### src/rtl/cpu_pkg.sv
// Shared types for the sequencing stage: branch condition codes, sequencer
// states and the default program-counter width.
package cpu_pkg;

  localparam int unsigned PC_W_DEFAULT = 11;

  typedef enum logic [2:0] {
    ALWAYS = 3'd0,
    EQ     = 3'd1,
    NE     = 3'd2,
    LT     = 3'd3,
    GT     = 3'd4,
    CS     = 3'd5,
    CC     = 3'd6,
    RSVD   = 3'd7
  } br_cond_e;

  typedef enum logic [1:0] {
    IDLE = 2'd0,
    RUN  = 2'd1,
    HALT = 2'd2
  } state_e;

  // Evaluate a branch condition against the registered flags.
  function automatic logic cond_true(br_cond_e cond, logic z, logic n, logic c);
    logic r;
    r = 1'b0;
    case (cond)
      ALWAYS:  r = 1'b1;
      EQ:      r = z;
      NE:      r = ~z;
      LT:      r = n;
      GT:      r = ~z & ~n;
      CS:      r = c;
      CC:      r = ~c;
      default: r = 1'b0;
    endcase
    return r;
  endfunction

endpackage

### src/rtl/branch_target_lut.sv
// Absolute branch-target table: one synchronous write port, one combinational
// read port. A same-cycle write is not visible to the read until the next cycle.
module branch_target_lut #(
  parameter int unsigned LUT_N  = 16,
  parameter int unsigned LUT_AW = 4,
  parameter int unsigned DATA_W = 11
) (
  input  logic              clk,
  input  logic              rst_n,
  input  logic              we,
  input  logic [LUT_AW-1:0] waddr,
  input  logic [DATA_W-1:0] wdata,
  input  logic [LUT_AW-1:0] raddr,
  output logic [DATA_W-1:0] rdata
);

  logic [DATA_W-1:0] mem [LUT_N];

  always_ff @(posedge clk or negedge rst_n) begin
    if (!rst_n) begin
      for (int unsigned i = 0; i < LUT_N; i++) begin
        mem[i] <= '0;
      end
    end else if (we) begin
      mem[waddr] <= wdata;
    end
  end

  assign rdata = mem[raddr];

endmodule

### src/rtl/flag_branch_unit.sv
// Sequencing stage after the ALU: registers z/n/c, resolves conditional
// branches against the registered flags and owns the program counter.
module flag_branch_unit
  import cpu_pkg::*;
#(
  parameter int unsigned PC_W   = PC_W_DEFAULT,
  parameter int unsigned LUT_N  = 16,
  parameter int unsigned LUT_AW = 4
) (
  input  logic              clk,
  input  logic              rst_n,
  input  logic              start,
  input  logic [PC_W-1:0]   start_addr,
  input  logic              adv,
  input  logic              alu_z,
  input  logic              alu_n,
  input  logic              alu_c,
  input  logic              flag_we,
  input  logic              br_en,
  input  logic [2:0]        br_cond,
  input  logic              br_abs,
  input  logic [7:0]        br_off,
  input  logic [LUT_AW-1:0] br_idx,
  input  logic              lut_we,
  input  logic [LUT_AW-1:0] lut_waddr,
  input  logic [PC_W-1:0]   lut_wdata,
  input  logic              halt,
  output logic [PC_W-1:0]   pc,
  output logic              z_q,
  output logic              n_q,
  output logic              c_q,
  output logic              taken,
  output logic              running,
  output logic              done
);

  state_e            state_q, state_d;
  logic [PC_W-1:0]   pc_q, pc_d;
  logic              done_q, done_d;
  logic [PC_W-1:0]   lut_rdata;
  logic [PC_W-1:0]   rel_target;
  logic [PC_W-1:0]   target;

  branch_target_lut #(
    .LUT_N  (LUT_N),
    .LUT_AW (LUT_AW),
    .DATA_W (PC_W)
  ) u_lut (
    .clk   (clk),
    .rst_n (rst_n),
    .we    (lut_we),
    .waddr (lut_waddr),
    .wdata (lut_wdata),
    .raddr (br_idx),
    .rdata (lut_rdata)
  );

  assign running = (state_q == RUN);

  // Conditions use registered flags only; a coincident flag_we lands after the decision.
  assign taken = running & adv & br_en & ~halt &
                 cond_true(br_cond_e'(br_cond), z_q, n_q, c_q);

  assign rel_target = pc_q + {{(PC_W-8){br_off[7]}}, br_off};
  assign target     = br_abs ? lut_rdata : rel_target;

  always_comb begin
    state_d = state_q;
    pc_d    = pc_q;
    done_d  = 1'b0;
    case (state_q)
      IDLE, HALT: begin
        if (start) begin
          state_d = RUN;
          pc_d    = start_addr;
        end
      end
      RUN: begin
        if (adv) begin
          if (halt) begin
            state_d = HALT;
            done_d  = 1'b1;
          end else if (taken) begin
            pc_d = target;
          end else begin
            pc_d = pc_q + PC_W'(1);
          end
        end
      end
      default: state_d = IDLE;
    endcase
  end

  always_ff @(posedge clk or negedge rst_n) begin
    if (!rst_n) begin
      state_q <= IDLE;
      pc_q    <= '0;
      done_q  <= 1'b0;
    end else begin
      state_q <= state_d;
      pc_q    <= pc_d;
      done_q  <= done_d;
    end
  end

  always_ff @(posedge clk or negedge rst_n) begin
    if (!rst_n) begin
      z_q <= 1'b0;
      n_q <= 1'b0;
      c_q <= 1'b0;
    end else if (flag_we) begin
      z_q <= alu_z;
      n_q <= alu_n;
      c_q <= alu_c;
    end
  end

  assign pc   = pc_q;
  assign done = done_q;

endmodule

### config.mk
export PLATFORM = sky130hd
export DESIGN_NAME = flag_branch_unit
export DESIGN_NICKNAME = d
export VERILOG_FILES = /design/src/rtl/cpu_pkg.sv /design/src/rtl/branch_target_lut.sv /design/src/rtl/flag_branch_unit.sv
export SDC_FILE = /design/constraint.sdc
export NUM_CORES = 1
export LEC_CHECK = 0
export BUFFER_PORTS_ARGS = -buffer_cell sky130_fd_sc_hd__buf_2
export CORE_UTILIZATION = 40
export DETAILED_ROUTE_END_ITERATION = 16
export SLEW_MARGIN = 20
export SYNTH_ARGS = -nofsm -noshare
export SYNTH_HDL_FRONTEND = slang
export SYNTH_SLANG_ARGS = --single-unit
export TNS_END_PERCENT = 1
### constraint.sdc
create_clock -name clk -period 5 [get_ports clk]
set_input_delay 0.5 -clock clk [delete_from_list [all_inputs] [get_ports clk]]
set_output_delay 0.5 -clock clk [all_outputs]
set_load 0.005 [all_outputs]
Word-level counts from Yosys, hierarchy flattened:

Cells that the tools add are included.

* equality and inequality tests: 12
* order comparisons: 3
* multiplexer cells: 20
* add/subtract/negate cells: 2
* bitwise gates (word level): 11
* reductions and logical operators: 7

Operator list (count)
* $bwmux 176: 1
* $mux 11: 8
* $bmux 11 s4: 1
* $demux 11 s4: 1
* $pmux 11 s2: 1
* $add 11x1->11 const B: 1
* $add 11x11->11: 1
* $ge 5x5->1 const B: 2
* $not 4->5: 2
* $eq 3x3->1 const B: 3
* $ne 2x2->1 const B: 4
* $pmux 1 s7: 1
* $eq 3x2->1 const B: 2
* $mux 2: 3
* $and 1x1->1: 5
* $lt 5x1->1 const B: 1
* $not 1->1: 4
* $pmux 2 s2: 1
* $reduce_and 4->1: 1
* $eq 3x1->1 const B: 1
* $logic_not 3->1: 1
* $mux 1: 3
* $reduce_and 3->1: 1
* $eq 2x1->1 const B: 1
* 5 further kinds: 5

* flip-flop bits (word level): 193
* output and inout bits: 17
* bits of input ports: 53

Logic depth before layout (Yosys ltp):

Gate-level depths: netlist (run 1).

* depth after elaboration: 9
* gate-level depth with buffers: 10

Cells and area by module:

A second synthesis (run 1) with hierarchy kept.

* cells, all modules: 695
* area total of the unflattened synthesis: 9740.6 µm²

Modules (own cells, without submodules)
* branch_target_lut: seq. area each 4404.2 µm², area each 8119.0 µm², cells each 503, instances 1
* flag_branch_unit: seq. area each 425.4 µm², area each 1621.6 µm², cells each 192, instances 1

Worst setup path after synthesis (run 1):

No wires, ideal clock.

* kind: input to register
* from: input br_idx[0]
* to: register pc_q[2] (netlist: pc[2])
* setup time: 0.126 ns
* data required time: 4.874 ns
* path slack: 2.739 ns
* cell stages on the path: 7
* arrival: 2.135 ns
* path through: buf_6 > buf_8 > mux4_2 > mux4_2 > nor2_1 > a21oi_1 > a221o_1

* word-level cells in the longest chain between the ends: 9

Ends and longest elaborated chain
* from (decl): line flag_branch_unit.sv:23 `input logic [LUT_AW-1:0] br_idx,`
* $not 4->5 (not written as such): line branch_target_lut.sv:29 `assign rdata = mem[raddr];`
* $bmux 11 s4: line branch_target_lut.sv:29
* $mux 11 (not written as such) (2 in a row): line branch_target_lut.sv:29
* $mux 11: line flag_branch_unit.sv:65 `assign target = br_abs ? lut_rdata : rel_target;`
* $mux 11: line flag_branch_unit.sv:83 `end else if (taken) begin`
* $mux 11: line flag_branch_unit.sv:80 `if (halt) begin`
* $mux 11: line flag_branch_unit.sv:79 `if (adv) begin`
* $pmux 11 s2: line flag_branch_unit.sv:71 `case (state_q)`
* to (signal assigned): line flag_branch_unit.sv:101 `pc_q <= pc_d;`
* to (decl): line flag_branch_unit.sv:38 `logic [PC_W-1:0] pc_q, pc_d;`

Every way passes these cells. The select of a mux whose other input is x is not followed.
A chain may end at the register's enable or synchronous reset.

Final worst setup path (run 1):

* from: register state_q[1]
* to: output taken

* word-level cells in the longest chain between the ends: 5

Ends and longest elaborated chain
* from (decl): line flag_branch_unit.sv:37 `state_e state_q, state_d;`
* from (signal assigned): line flag_branch_unit.sv:100 `state_q <= state_d;`
* $eq 2x1->1: line flag_branch_unit.sv:58 `assign running = (state_q == RUN);`
* $and 1x1->1 (4 in a row): line flag_branch_unit.sv:61 `assign taken = running & adv & br_en & ~halt &`
* to (decl): line flag_branch_unit.sv:32 `output logic taken,`

Every way passes these cells.

==> results of run 1 <==
sequential cells by signal, indices dropped and copies added (netlist names):
signal / cells
u_lut.mem: 176
z_q: 1
state_q: 2
n_q: 1
c_q: 1
pc: 11
done: 1
power by group through the flow:
stage | clock, mW | sequential [mW] | combinational [mW]
detailed placement | 0 | 2.22 | 1.29
global route | 1.54 | 2.24 | 1.42
global placement | 0 | 2.19 | 1.24
floorplan | 0 | 2.14 | 0.960
finish | 1.45 | 2.19 | 1.29
CTS | 1.48 | 2.19 | 1.29
worst paths after layout:
check,cells past startpoint,to,start,slack (ps)
max,6,taken,state_q[1],2110
min reg2reg,1,u_lut.mem[34],u_lut.mem[34],500
min,1,u_lut.mem[169],rst_n,120
max reg2reg,7,pc[5],state_q[1],2470
max in group asynchronous,2,u_lut.mem[21],rst_n,3610
min in group clk,2,c_q,alu_c,300
layer usage:
layer	wire, um	track usage, %	vias up
met2	11500	33.5	166
li1	-	-	2740
met3	1090	4.02	33
met1	10800	27.1	3320
met5	31	0	-
met4	394	6.75	4
stage by stage:
step	total power, mW	utilization (%)	setup slack (ps)
CTS	4.97	46.3	2070
floorplan	3.10	-	2740
detailed placement	3.51	43.7	2070
global route	5.20	46.3	1950
finish	4.94	46.3	2110
global placement	3.43	43.6	1720
logic make-up (layout without fill, tap and decap cells):
group | count (synthesis) | in the layout | share of synthesized area, %
compound gates | 83 | 83 | 5.73
xor+xnor | 8 | 8 | 0.726
fa+ha+maj | 12 | 12 | 1.63
buf+inv | 58 | 120 | 2.66
flops | 193 | 193 | 50.0
mux | 247 | 247 | 33.8
simple gates | 101 | 101 | 5.39
cell usage in the layout, fill, tap and decap left out, types with 3 or more instances in the layout:
master      netlist  routed
dfrtp_1         193     193
mux2_2          182     182
buf_2             7      67
mux4_2           40      40
nor2_1           34      31
mux2i_1          21      21
a21oi_1          19      18
clkbuf_16         0      17
nand2_1          16      16
o21ai_0          15      15
buf_4             1      12
ha_1             11      11
o22ai_1           9       9
inv_1             6       6
nand2b_1          6       6
nand3_1           6       6
a32oi_1           6       6
nor3_1            5       5
and3_1            5       5
a211oi_1          5       5
nand3b_1          4       4
nand4_1           4       4
xor2_1            4       4
nor2b_1           4       4
a2111oi_0         4       4
xnor2_1           4       4
mux4_1            4       4
bufinv_16         0       4
and2_1            3       3
nor2_2            0       3
or3_1             3       3
o31ai_1           3       3
a21o_1            3       3
clkinvlp_4        0       3
layout make-up:
class / count / share of cell area, %
clock buffer: 20 / 4.10
clock inverter: 11 / 1.63
inverter: 9 / 0.310
multi-input combinational: 451 / 42.0
sequential: 193 / 44.3
tap: 319 / 3.66
timing repair buffer: 80 / 4.03
worst max-delay path, stage by stage, from the launching register on:
cell and delay [ps]:
dfrtp_1 390, nand2b_1 280, nor3b_2 550, o211ai_1 170, buf_4 250, inv_2 170
buf_2 140
==> metrics.txt, run 1 <==
outcome complete, no violations; Syn Std Cell Area 9650 um^2; Max-Cap Viols 0; Max VDD drop between 200 and 250 uV; Vias per Instance ~5.8; Fillers 2145; Period minus WS final between 2000 and 3000 ps; Placed Instances roughly 1100; post-CTS resize count 0; Mapped Avg Cell Area about 14 um^2; ys flop type dfrtp_1; Net Sw Frac 29.2%; antenna-violating nets left 0; PD cells between 400 and 500 nW/um^2; die width 157 um; RSZ-0062 raised after global routing no; fmax roughly 350 MHz; Post-DP Area 10300 um^2; fin cells 1083; fin crit share between 50 and 60%; hold_ws 123 ps; clock slew at reported path FFs about 70 ps; Setup Crit Path Kind register to output pin; final instance area 10900 um^2; worst-path fanout max 21; CTS Buf Count 17; 1st-iter DRT viols 404; multi-input logic area 4580 um^2; Final Hold Viols 0; I/O pins 70; DRC 0; Slew HR between 20% and 30%; IO buf count 69; Reg power frac ~44%; Antenna diodes 0; Die Area 24800 um^2; Clock Tree Root clkbuf_16; GRT overflow 0; H-Tree Depth 4; initial core utilization about 41%; critical path arrival about 2400 ps; most frequent cell after synthesis dfrtp_1; layout net count roughly 800; hold_buf cts 0; largest cells by area after synthesis dfrtp_1 50%, mux2_2 21%, mux4_2 9.3%; Ys Warns 0; Post-Synthesis Cells ~700; global placement routability congestion ~0.86; Yosys reg bits roughly 190; global-route wire length before repair 37600 um; vias in the first global route about 6600; CTS tree done; Net Switching roughly 1.4 mW; Total GRT Usage between 20% and 30%; crit end category output pin; HPWL Detailed 15500 um; cell accounting for the most synthesized area dfrtp_1; Worst Path Required 4500 ps; top post-synthesis cells by count 193 x dfrtp_1, 182 x mux2_2, 40 x mux4_2; wire per inst between 20 and 25 um; LEAKAGE 4.70 nW; CORE AREA 23500 um^2; final setup fails 0; worst slew pin tran ~1100 ps; row cnt 56; largest net degree at the start of global routing 100; Comb power frac a little over a quarter; Netlist cell types 60; drt total wl 23800 um; Worst Skew 9.07 ps; Synth async-reset ratio 100%; Post-CTS Setup Repair Bufs 0; TNS Setup 0 ps; Slew Limit Fails 0; initial antenna violation count 2; register area a little under 5000 um^2; Worst setup SP type register; Clock Latency Late Sink 430 ps; Die H approximately 160 um; P_int 3.50 mW; Hold Crit Class primary input to async pin; total number of vias between 6000 and 7000; Post-synth EDFFs 0; layout cell share with drive strength beyond 1 44.4%; Max Root-Sink Buffers 2; post-synth top area share between 50% and 60%; Area Growth Syn to Fin 13.0%; sequential fraction of the synthesis area between 50% and 60%; clock sinks 193; Syn Nets between 700 and 800; First-pass DRT Iterations 5; clock share of power roughly 29%
(Power assumes the default switching activity.)
==> inputs of run 2 (changes only) <==
==> constraint.sdc (replaced) <==
create_clock -name clk -period 2.5 [get_ports clk]
set_input_delay 0.25 -clock clk [delete_from_list [all_inputs] [get_ports clk]]
set_output_delay 0.25 -clock clk [all_outputs]
set_load 0.005 [all_outputs]
==> run 2 against run 1 <==
Effect of this change:
- critical path type unchanged
- first-iteration DRC count grew 6.4%
- final area grew 1.3%
- highest routed layer unchanged
- via count grew 0.88%
- critical endpoint unchanged
- worst setup slack lost 2000 ps
- register-to-register slack lost 2300 ps
- clock power grew 78%
- utilization grew 0.62 points
- routed wire length grew 2.7%
- hold slack lost 79 ps
- sequential power grew 100%
- combinational power grew 110%
- sequential share of layout area shrank 0.58 points
==> metrics.txt, run 2 (synthesized netlist as in run 1, its figures left out) <==
Reg with most FFs u_lut.mem; Die Area 24800 um^2; initial antenna violation count 1; Worst Skew roughly 8.7 ps; CORE AREA 23500 um^2; layout net count around 840; fmax between 400 and 500 MHz; reg-to-reg critical path startpoint pc[0]; global-route wire length before repair just under 40000 um; IO buf count 69; Max VDD drop approximately 470 uV; CP Buf/Inv Count 3; crit end category output pin; PD cells 873 nW/um^2; outcome complete, no violations; register area between 4000 and 5000 um^2; Die H about 160 um; GRT overflow 0; Max Root-Sink Buffers 2; clock sinks 193; Clock Tree Root clkbuf_16; crit-path cells and2_1, mux4_2, o211ai_1, buf_12, inv_2, buf_2; max FFs per register between 150 and 200; critical path's largest stage delay approximately 440 ps; most frequent cells in the layout 193 x dfrtp_1, 182 x mux2_2, 68 x buf_2, 40 x mux4_2, 34 x nor2_1; most common cell after layout, fill and taps aside dfrtp_1; CTS tree done; Vias per Instance 5.70; Setup crit end taken; drt total wl between 20000 and 25000 um; Slew HR about two fifths; DRC 0; total number of vias between 6000 and 7000; H-Tree Depth 4; multi-input logic area between 4000 and 5000 um^2; CTS Buf Count 17; fin crit share a little over nine tenths; Fillers around 2100; worst slew pin tran around 900 ps; Setup Crit Path Kind register to output pin; clock slew at reported path FFs about 70 ps; row cnt 56; First-pass DRT Iterations 5; TNS Setup 0 ps; Final Hold Viols 0; LEAKAGE about 4.8 nW; 1st-iter DRT viols 430; setup ws final ~72 ps; global placement routability congestion ~0.87; cell count along the critical path 6; layout cell share with drive strength beyond 1 between 40% and 50%; Placed Instances between 1000 and 1500; I/O pins 70; HPWL Detailed 16800 um; critical path arrival around 2200 ps; final core utilization a little under half; Post-CTS Setup Repair Bufs 0; wire per inst around 22 um; Post-DP Area about 10000 um^2; delay-heaviest family, CP buffers and inverters; reg2reg end pc[10]; Design Power ~9.6 mW; fin cells 1108; vias in the first global route 6859; final instance area about 11000 um^2; Max-Cap Viols 0; Hold Crit Class primary input to register; Setup crit start c_q; Worst setup SP type register; RSZ-0062 raised after global routing yes; antenna-violating nets left 0; Total GRT Usage 21.1%; Clock Latency Late Sink 430 ps; hold_ws 44.0 ps; worst-path fanout max 21; Worst Path Required between 2000 and 2500 ps; Slew Limit Fails 0; post-place setup slack 33.3 ps; CP max-delay cell mux4_2; largest net degree at the start of global routing 83; R2R setup slack ~200 ps; depth of the worst register-to-register path 9; final setup fails 0; Area Growth Syn to Fin 14.5%; Antenna diodes 0; initial core utilization 41.0%; Period minus WS final ~2400 ps; die width about 160 um
-- run 2: cell types whose count changed in the layout (fill, tap and decap cells not counted), moves of 2 or more --
cell,delta
nor2_1,+3
bufinv_16,-4
buf_4,+19
clkinv_4,+2
buf_12,+3
inv_8,+2
nor2_2,-3
-- run 2: worst reg2reg max path: cells and delay by family, from the launching register on --
kind	cells	cell delay, ps
AND/OR/NAND/NOR	1	200
buffers and inverters	1	70
adder cells (fa/ha/maj)	2	650
flip-flops	1	460
multiplexers	1	150
AO/OA/AOI/OAI	4	680
-- run 2: where the power goes --
| part | total, mW | switching (mW) | internal (mW) |
|---|---|---|---|
| clock network | 2.58 | 1.27 | 1.31 |
| logic | 2.66 | 1.21 | 1.45 |
| registers | 4.41 | 0.517 | 3.89 |
-- run 2: layer usage --
metal	routed length, um	track usage [%]	up-vias	part of all wire (%)
li1	-	-	2780	-
met1	10800	27.4	3326	44
met2	12100	35.4	173	49
met3	989	3.99	37	4.0
met4	495	7.07	2	2.0
met5	13	0	-	0.053
-- run 2: final cells by class --
class,instances,area share (%)
Clock buffer,18,3.88
Clock inverter,14,1.16
Inverter,9,0.306
Multi-Input combinational cell,451,41.4
Sequential cell,193,43.7
Tap cell,319,3.61
Timing Repair Buffer,104,5.94
-- run 2: worst min-delay path by stage --
stage	startpoint	end	slack, ps	cells past startpoint
detailed placement	rst_n	u_lut.mem[135]	330	1
global route	alu_z	z_q	40	2
finish	alu_c	c_q	40	2
global placement	rst_n	u_lut.mem[135]	320	1
floorplan	rst_n	c_q	-50	0
CTS	alu_c	c_q	30	2
-- run 2: timing repair --
item,CTS,global route
gates resized for setup,0,2
endpoints found under the hold margin,77,0
endpoints found under the setup margin,0,3
hold buffers,1,0
==> inputs of run 3 (changes only) <==
--- a/config.mk
+++ b/config.mk
@@ -6,6 +6,7 @@
 export NUM_CORES = 1
 export LEC_CHECK = 0
 export BUFFER_PORTS_ARGS = -buffer_cell sky130_fd_sc_hd__buf_2
+export CORE_ASPECT_RATIO = 0.7
 export CORE_UTILIZATION = 40
 export DETAILED_ROUTE_END_ITERATION = 16
 export SLEW_MARGIN = 20
==> run 3 against run 2 <==
Effect of this change:
- maximum frequency increased by 1.4%
- clock-buffer cell count up 3
- hold slack improved by 10 ps
- clock power rose by 8.5%
- routed wire length is 2.6% higher
- worst setup slack improved by 33 ps
- final cell count grew 0.27%
==> metrics.txt, run 3 (synthesized netlist as in run 1, its figures left out) <==
outcome complete, no violations; critical path's largest stage delay 430 ps; DRC 0; fmax 418 MHz; H-Tree Depth 4; CP max-delay cell nor3b_4; die width ~190 um; fin cells ~1100; clock slew at reported path FFs roughly 70 ps; wire per inst around 23 um; Final Hold Viols 0; Slew Limit Fails 0; Die Area ~25000 um^2; Total GRT Usage roughly a fifth; 1st-iter DRT viols 439; vias in the first global route between 6000 and 7000; RSZ-0062 raised after global routing yes; TNS Setup 0 ps; Fillers around 2100; Setup Crit Path Kind register to output pin; largest net degree at the start of global routing between 70 and 80; Max-Cap Viols 0; Max VDD drop 531 uV; I/O pins 70; fin crit share a little over nine tenths; final setup fails 0; Period minus WS final 2400 ps; Design Power around 9.9 mW; setup ws final about 100 ps; Die H approximately 130 um; Clock Latency Late Sink approximately 440 ps; hold_ws 54.1 ps; total number of vias 6329; initial antenna violation count 0; Hold Crit Class primary input to register; Worst Skew 10.1 ps; global-route wire length before repair about 39000 um; max FFs per register 176; Area Growth Syn to Fin 15.7%; crit end category output pin; layout cell share with drive strength beyond 1 46.4%; global placement routability congestion approximately 0.9; row cnt 47; Worst Path Required roughly 2300 ps; drt total wl 25100 um; clock sinks just under 200; CTS tree done; most frequent cells in the layout 193 x dfrtp_1, 182 x mux2_2, 68 x buf_2, 40 x mux4_2, 35 x buf_4; PD cells about 900 nW/um^2; post-place setup slack ~140 ps; GRT overflow 0; worst-path fanout max 9; HPWL Detailed ~17000 um; Clock Tree Root clkbuf_16; CTS Buf Count 17; CORE AREA ~24000 um^2; antenna-violating nets left 0; critical path arrival 2150 ps; Worst setup SP type register; Reg with most FFs u_lut.mem; IO buf count 69; final core utilization 47.2%; Slew HR roughly half; Post-DP Area between 10000 and 15000 um^2; layout net count about 850; Placed Instances ~1100; Antenna diodes 0; most common cell after layout, fill and taps aside dfrtp_1; LEAKAGE 4.86 nW; Vias per Instance 5.70; crit-path cells nand2b_1, nor3b_4, o211ai_1, buf_4, inv_2, buf_2; First-pass DRT Iterations 4; final instance area roughly 11000 um^2; initial core utilization between 40% and 50%; Max Root-Sink Buffers 2; worst slew pin tran between 700 and 800 ps
## run 3: what timing repair did
action | CTS | global route
endpoints found under the setup margin | 0 | 3
hold buffers | 1 | 0
hold endpoints to repair | 75 | 0
buffers inserted | 0 | 0
gates resized for setup | 0 | 5
## run 3: report_power, final
group	internal [mW]	switching, mW
sequential	3.89	0.483
combinational	1.48	1.29
clock	1.64	1.16
## run 3: per-layer routing
| layer | vias up | part of all wire, % | track usage, % |
|---|---|---|---|
| met1 | 3352 | 48 | 31.3 |
| met3 | 18 | 5.7 | 5.64 |
| met2 | 163 | 45 | 31.1 |
| met4 | 0 | 0.81 | 4.16 |
| li1 | 2796 | - | - |
| met5 | - | 0 | 0 |
## run 3: area by class of cell
class	count	area (um^2)	area share, %
tap	318	398	3.56
sequential	193	4830	43.3
clock inverter	10	134	1.20
clock buffer	21	470	4.21
inverter	9	33.8	0.303
multi-input combinational	451	4590	41.1
timing repair buffer	109	707	6.33
## run 3: worst max-delay path, delay by kind of cell (launching register included)
kind,cells,cell delay (ps)
compound gates,1,180
buf+inv,3,510
flops,1,380
simple gates,2,640
## run 3: worst paths after layout
path                                     from             end  slack (ps)  cells past startpoint
worst max register to register     state_q[1]           pc[5]         190                      7
max in group asynchronous               rst_n  u_lut.mem[104]        1290                      3
worst min-delay path                    alu_c             c_q          50                      2
worst min register to register  u_lut.mem[77]   u_lut.mem[77]         500                      1
min in group asynchronous               rst_n      state_q[1]         400                      2
worst max-delay path               state_q[1]           taken         100                      6
